## src/rtl/imem_fetch_ctrl.sv

```systemverilog
// imem_fetch_ctrl
// ---------------
// Instruction-fetch sequencer for a word-addressed instruction memory that
// reads combinationally. The block owns the program counter and drives the
// memory address. Fetched words go into a two-entry prefetch queue, and decode
// takes them from the queue over a valid/ready handshake.
//
// Optional build macro: FETCH_PERF_EN
//   When defined, the block adds the saturating performance counters
//   perf_fetch_cnt and perf_stall_cnt. When undefined, the counters and their
//   ports are absent.
//
// Queue organisation: entry 0 is always the head. The head registers drive
// instr_valid, instr and instr_pc directly, so decode sees values straight
// from flops. A pop shifts entry 1 into entry 0. A push writes the first free
// slot after any pop for the same cycle has been applied.

module imem_fetch_ctrl #(
    parameter int ADDR_W   = 8,
    parameter int DEPTH    = 64,
    parameter int QDEPTH   = 2,
    parameter int RESET_PC = 0
) (
    input  logic              clk,
    input  logic              rst_n,
    input  logic              enable,
    input  logic              halt_req,
    input  logic              redirect_valid,
    input  logic [ADDR_W-1:0] redirect_pc,
    output logic [ADDR_W-1:0] imem_addr,
    input  logic [31:0]       imem_rdata,
    output logic              instr_valid,
    output logic [31:0]       instr,
    output logic [ADDR_W-1:0] instr_pc,
    input  logic              instr_ready,
    output logic              halted
`ifdef FETCH_PERF_EN
    ,
    output logic [31:0]       perf_fetch_cnt,
    output logic [31:0]       perf_stall_cnt
`endif
);

    // FSM encoding
    localparam logic [1:0] ST_IDLE   = 2'd0;
    localparam logic [1:0] ST_RUN    = 2'd1;
    localparam logic [1:0] ST_DRAIN  = 2'd2;
    localparam logic [1:0] ST_HALTED = 2'd3;

    // DEPTH is a power of two, so a PC modulo DEPTH is a bit mask.
    localparam logic [ADDR_W-1:0] PC_MASK  = ADDR_W'(DEPTH - 1);
    localparam logic [ADDR_W-1:0] PC_RESET = ADDR_W'(RESET_PC);
    localparam logic [ADDR_W-1:0] PC_ONE   = ADDR_W'(1);

    logic [1:0]        state;
    logic [1:0]        state_nxt;
    logic [ADDR_W-1:0] fetch_pc;
    logic [ADDR_W-1:0] fetch_pc_nxt;

    // Prefetch queue storage. Entry 0 is the head.
    logic [31:0]       q_data     [QDEPTH];
    logic [ADDR_W-1:0] q_pc       [QDEPTH];
    logic [QDEPTH-1:0] q_vld;
    logic [31:0]       q_data_nxt [QDEPTH];
    logic [ADDR_W-1:0] q_pc_nxt   [QDEPTH];
    logic [QDEPTH-1:0] q_vld_nxt;

    logic in_run;
    logic in_drain;
    logic q_full;
    logic pop;
    logic push;
    logic flush;

    assign in_run   = (state == ST_RUN);
    assign in_drain = (state == ST_DRAIN);
    assign q_full   = q_vld[QDEPTH-1];

    // A redirect discards everything that would otherwise happen to the queue
    // in the same cycle, including a pop that decode is attempting.
    assign flush = redirect_valid && (in_run || in_drain);
    assign pop   = q_vld[0] && instr_ready && !flush;

    // halt_req stops fetching immediately. The queue contents at that point
    // are the only entries that remain to be drained.
    assign push  = in_run && !redirect_valid && !halt_req && (!q_full || pop);

    // Next-state logic for the fetch FSM
    always_comb begin
        state_nxt = state;
        case (state)
            ST_IDLE: begin
                if (enable) state_nxt = ST_RUN;
            end
            ST_RUN: begin
                if (halt_req) state_nxt = ST_DRAIN;
            end
            ST_DRAIN: begin
                // A redirect empties the queue, so the drain has nothing
                // left to wait for.
                if (redirect_valid || !q_vld[0]) state_nxt = ST_HALTED;
            end
            ST_HALTED: begin
                if (enable && !halt_req) state_nxt = ST_RUN;
            end
            default: state_nxt = ST_IDLE;
        endcase
    end

    // Program-counter update: a redirect loads the PC in every state;
    // otherwise the PC advances only on a push
    always_comb begin
        fetch_pc_nxt = fetch_pc;
        if (redirect_valid) begin
            fetch_pc_nxt = redirect_pc & PC_MASK;
        end else if (push) begin
            fetch_pc_nxt = (fetch_pc + PC_ONE) & PC_MASK;
        end
    end

    // Queue next-value computation: apply the pop shift, then place the push
    // in the first free slot, then let a flush override everything
    always_comb begin
        // NOTE: always_comb uses blocking '=' so that later statements see the
        // values written by earlier ones (the push lands after the pop shift);
        // the flops below use '<=' only.
        q_data_nxt = q_data;
        q_pc_nxt   = q_pc;
        q_vld_nxt  = q_vld;

        if (pop) begin
            q_data_nxt[0] = q_data[1];
            q_pc_nxt[0]   = q_pc[1];
            q_vld_nxt[0]  = q_vld[1];
            q_vld_nxt[1]  = 1'b0;
        end

        if (push) begin
            if (!q_vld_nxt[0]) begin
                q_data_nxt[0] = imem_rdata;
                q_pc_nxt[0]   = fetch_pc;
                q_vld_nxt[0]  = 1'b1;
            end else begin
                q_data_nxt[1] = imem_rdata;
                q_pc_nxt[1]   = fetch_pc;
                q_vld_nxt[1]  = 1'b1;
            end
        end

        if (flush) begin
            q_vld_nxt = '0;
        end
    end

    // State and program-counter registers
    always_ff @(posedge clk or negedge rst_n) begin
        if (!rst_n) begin
            state    <= ST_IDLE;
            fetch_pc <= PC_RESET;
        end else begin
            state    <= state_nxt;
            fetch_pc <= fetch_pc_nxt;
        end
    end

    // Queue registers
    always_ff @(posedge clk or negedge rst_n) begin
        // NOTE: the queue payload is reset as well as the valid bits. The
        // entry-0 payload drives instr and instr_pc, which must read zero
        // during reset, and the queue is only two entries deep.
        if (!rst_n) begin
            for (int i = 0; i < QDEPTH; i++) begin
                q_data[i] <= '0;
                q_pc[i]   <= '0;
            end
            q_vld <= '0;
        end else begin
            for (int i = 0; i < QDEPTH; i++) begin
                q_data[i] <= q_data_nxt[i];
                q_pc[i]   <= q_pc_nxt[i];
            end
            q_vld <= q_vld_nxt;
        end
    end

    // Decode-facing outputs come straight from the head-entry flops
    assign instr_valid = q_vld[0];
    assign instr       = q_data[0];
    assign instr_pc    = q_pc[0];
    assign imem_addr   = fetch_pc;
    assign halted      = (state == ST_HALTED);

`ifdef FETCH_PERF_EN
    logic stall;

    // A stall is a RUN cycle in which a full queue blocks the fetch.
    assign stall = in_run && q_full && !pop;

    // Saturating performance counters
    always_ff @(posedge clk or negedge rst_n) begin
        if (!rst_n) begin
            perf_fetch_cnt <= '0;
            perf_stall_cnt <= '0;
        end else begin
            if (push && (perf_fetch_cnt != 32'hFFFF_FFFF)) begin
                perf_fetch_cnt <= perf_fetch_cnt + 32'd1;
            end
            if (stall && (perf_stall_cnt != 32'hFFFF_FFFF)) begin
                perf_stall_cnt <= perf_stall_cnt + 32'd1;
            end
        end
    end
`endif

endmodule

```

## config.mk

```make
export PLATFORM = sky130hd
export DESIGN_NAME = imem_fetch_ctrl
export DESIGN_NICKNAME = d
export VERILOG_FILES = /design/src/rtl/imem_fetch_ctrl.sv
export SDC_FILE = /design/constraint.sdc
export NUM_CORES = 1
export LEC_CHECK = 0
export ABC_AREA = 1
export CAP_MARGIN = 5
export CORE_ASPECT_RATIO = 0.8
export CORE_MARGIN = 2
export CORE_UTILIZATION = 41
export CTS_CLUSTER_SIZE = 25
export DETAILED_ROUTE_END_ITERATION = 10
export PLACE_DENSITY = 0.76
export SYNTH_ARGS = -nofsm -noshare
export SYNTH_HDL_FRONTEND = slang
export SYNTH_SLANG_ARGS = --single-unit
```

## constraint.sdc

```tcl
create_clock -name clk -period 2.05 [get_ports clk]
set_input_delay 0.3075 -clock clk [delete_from_list [all_inputs] [get_ports clk]]
set_output_delay 0.3075 -clock clk [all_outputs]
set_load 0.01 [all_outputs]
```

==> results.rst <==
.. list-table::
   :header-rows: 1

   * - Metric
     - Value
   * - Required @ worst endpoint
     - 2270 ps
   * - Ratio of cells with drive above 1 in the final layout
     - 6.991%
   * - Residual overflow from global routing
     - 0
   * - Die Footprint
     - 0.01201 mm2
   * - Worst Setup End Kind
     - flip-flop
   * - Capturing element of the worst setup path
     - instr[15]
   * - Yosys cell types
     - 24
   * - Max-cap viol count
     - 0
   * - Aggregate negative setup slack
     - 0 ps
   * - Reg-to-reg startpoint
     - state[0]
   * - Avg WL per Cell
     - 12.74 um
   * - Setup repair after global routing missed its margin
     - false
   * - Mean cell area of the mapped netlist
     - 7.538 um2
   * - Netlist area before placement
     - 0.004568 mm2
   * - Simple-gate portion of the synthesized area
     - 36.37%
   * - CTS sink cnt
     - 88
   * - Routed wire length
     - 10220 um
   * - Vertical die dimension
     - 98.41 um
   * - Antenna diodes
     - 0
   * - Nets@finish
     - 704
   * - Compound-cell area share of the yosys netlist
     - 1.369%
   * - Number of routed nets with antenna violations
     - 0
   * - Share of synthesized cell area in full adder, half adder and majority cells
     - 1.369%
   * - Headroom to the max-slew limit
     - 61.28%
   * - Number of cells after detailed placement
     - 785
   * - Root buffer cell
     - sky130_fd_sc_hd__clkbuf_16
   * - Starting density of the core
     - 42.11%
   * - Clock period minus worst slack
     - 1858 ps
   * - FF-to-FF End
     - instr[15]
   * - Clock-pin transition on the worst setup and hold timing paths
     - 70 ps
   * - Final hold viol count
     - 0
   * - Largest family of logic cells by synthesized area
     - simple AND/OR/NAND/NOR gates
   * - Global-route wire length before repair
     - 17330 um
   * - Number of placed I/O pins
     - 96
   * - Power Total
     - 6.868 mW
   * - Deepest level of the CTS H-tree
     - 3
   * - Via Count
     - 3758
   * - Post-cts resize count
     - 0
   * - Sequential fraction of the synthesis area
     - 48.21%
   * - Register-to-register setup slack
     - 190 ps
   * - Start point of the critical path
     - state[0]
   * - CP Launch Type
     - flip-flop
   * - Number of global-route vias before repair
     - 3670
   * - Result of the run
     - finished clean
   * - Final worst slack
     - 192.3 ps
   * - Cell count after synthesis
     - 606
   * - Remaining design rule violation count
     - 0
   * - CORE AREA
     - 0.01085 mm2
   * - X dimension of the die
     - 122.0 um
   * - Max Fanout on Critical Path
     - 20
   * - Total power density per cell area
     - 1222 mW/mm2
   * - Final Cycle Share
     - 90.62%
   * - Starting DRT DRC Count
     - 219
   * - Pin count of the biggest net entering global routing
     - 46
   * - Post-DP Area
     - 0.005328 mm2
   * - Worst-margin pin slew
     - 580.7 ps
   * - Pre-CTS setup slack
     - 180.2 ps
   * - Clock latency of the later-clocked register in the worst-skew pair
     - 330 ps
   * - Pre-Repair DR Iteration Count
     - 4
   * - Number of register bits inferred by synthesis
     - 88
   * - Via count normalized by instance count
     - 4.686
   * - HPWL after detailed placement
     - 7046 um
   * - Pleak
     - 2.990 nW
   * - RD Place Congestion
     - 0.8143
   * - Endpoint arrival time on the critical path
     - 2080 ps
   * - Post-CTS setup repair buffer count
     - 0
   * - Clock buffer count from CTS
     - 9
   * - Non-filler instance count after layout
     - 802
   * - Buffers added on ports
     - 91
   * - Register-to-Register Path Depth
     - 9
   * - Post-route cell area
     - 0.005618 mm2
   * - Tightest Hold Check Type
     - flip-flop to flip-flop
   * - Worst Setup Path Type
     - flip-flop to flip-flop
   * - Number of cell rows
     - 34
   * - Worst supply voltage drop on vdd
     - 0.8152 mV
   * - Multiplexer fraction of the synthesized cell area
     - 0%
   * - Final setup fails
     - 0
   * - Global-route usage over all layers
     - 18.31%
   * - Synth-to-layout area growth
     - 22.98%
   * - CTS tree
     - done
   * - Yosys warns
     - 0
   * - Number of buffers added to fix hold violations after cts
     - 1
   * - Worst Skew
     - 6.751 ps
   * - Final hold slack
     - 472.2 ps
   * - Core utilization of the finished layout
     - 51.79%
   * - Antenna violations before repair
     - 0
   * - Number of buffers between clock root and the deepest sink
     - 2
   * - Fmax
     - 538.3 MHz
   * - Post-Synth XOR/XNOR Area
     - 0%
   * - Fin. max-slew vios
     - 0
-- layout by cell type (no fill, tap or decap), drive strengths merged --
master           n
nand2          350
clkdlybuf4s50   90
dfrtp           88
nand3           56
inv             19
buf             18
clkbuf           9
nor2             6
ha               5
o21ai            5
a21oi            3
conb             2
clkinvlp         2
clkinv           2
nor3             1
o21bai           1
dlygate4sd3      1
-- synthesized netlist by cell type (all sizes together) --
library cell  count  area [um2]
inv              16       60.06
ha                5       62.56
conb              1       3.750
o21bai            1       7.510
nor2              6       32.53
nor3              1       5.000
a21oi             3       26.28
nand2           350        1339
o21ai             5       28.78
clkbuf           11       41.29
dfrtp            88        2202
buf              63       474.2
nand3            56       285.3
-- routing by layer --
layer	vias up	global-route usage, %	part of all wire, %
met4	0	7.339	1.5
met3	12	4.051	5.3
li1	1909	-	-
met2	110	29.05	47
met1	1727	24.48	46
met5	-	0	0
-- sequential cells by signal, indices dropped and copies added, names as in the netlist --
signal and count:
instr 32, q_data 32, instr_pc 8, imem_addr 6
q_pc 6, q_vld 2, state 2
-- worst min-delay path by stage --
| stage | cells past startpoint | start | to |
|---|---|---|---|
| finish | 2 | q_data[25] | q_data[25] |
| global route | 2 | q_data[15] | q_data[15] |
| CTS | 2 | q_data[2] | q_data[2] |
| detailed placement | 1 | rst_n | q_data[0] |
| global placement | 1 | rst_n | instr[0] |
| floorplan | 0 | rst_n | imem_addr[0] |
-- logic make-up after synthesis --
group,after synthesis
adder cells (fa/ha/maj),5
other,1
buffers and inverters,90
flip-flops,88
AO/OA/AOI/OAI,9
AND/OR/NAND/NOR,413
-- worst max-delay path: stages, from the launching register on --
cell	delay, ps
sky130_fd_sc_hd__dfrtp_1	400
sky130_fd_sc_hd__inv_1	90
sky130_fd_sc_hd__ha_1	360
sky130_fd_sc_hd__nand2_4	130
sky130_fd_sc_hd__nand2_1	90
sky130_fd_sc_hd__o21ai_2	210
sky130_fd_sc_hd__nand2_1	100
sky130_fd_sc_hd__buf_4	220
sky130_fd_sc_hd__nand2_1	80
sky130_fd_sc_hd__nand2_1	50
-- where the power goes --
group	leakage [nW]	switching, mW	internal, mW
registers	1.16	0.407	2.33
logic	1.70	1.37	1.23
clock network	0.133	0.696	0.834
total	2.99	2.48	4.39
-- cell type report --
cell class                 instances  area, um2
clock buffer                       9      225.2
clock inverter                     7      55.05
fill                            1011       5230
inverter                          16      60.06
multi-input combinational        429       1799
sequential                        88       2202
tap                              144      180.2
timing repair buffer             109       1096
Note: power is estimated with default switching activity, not from simulation.
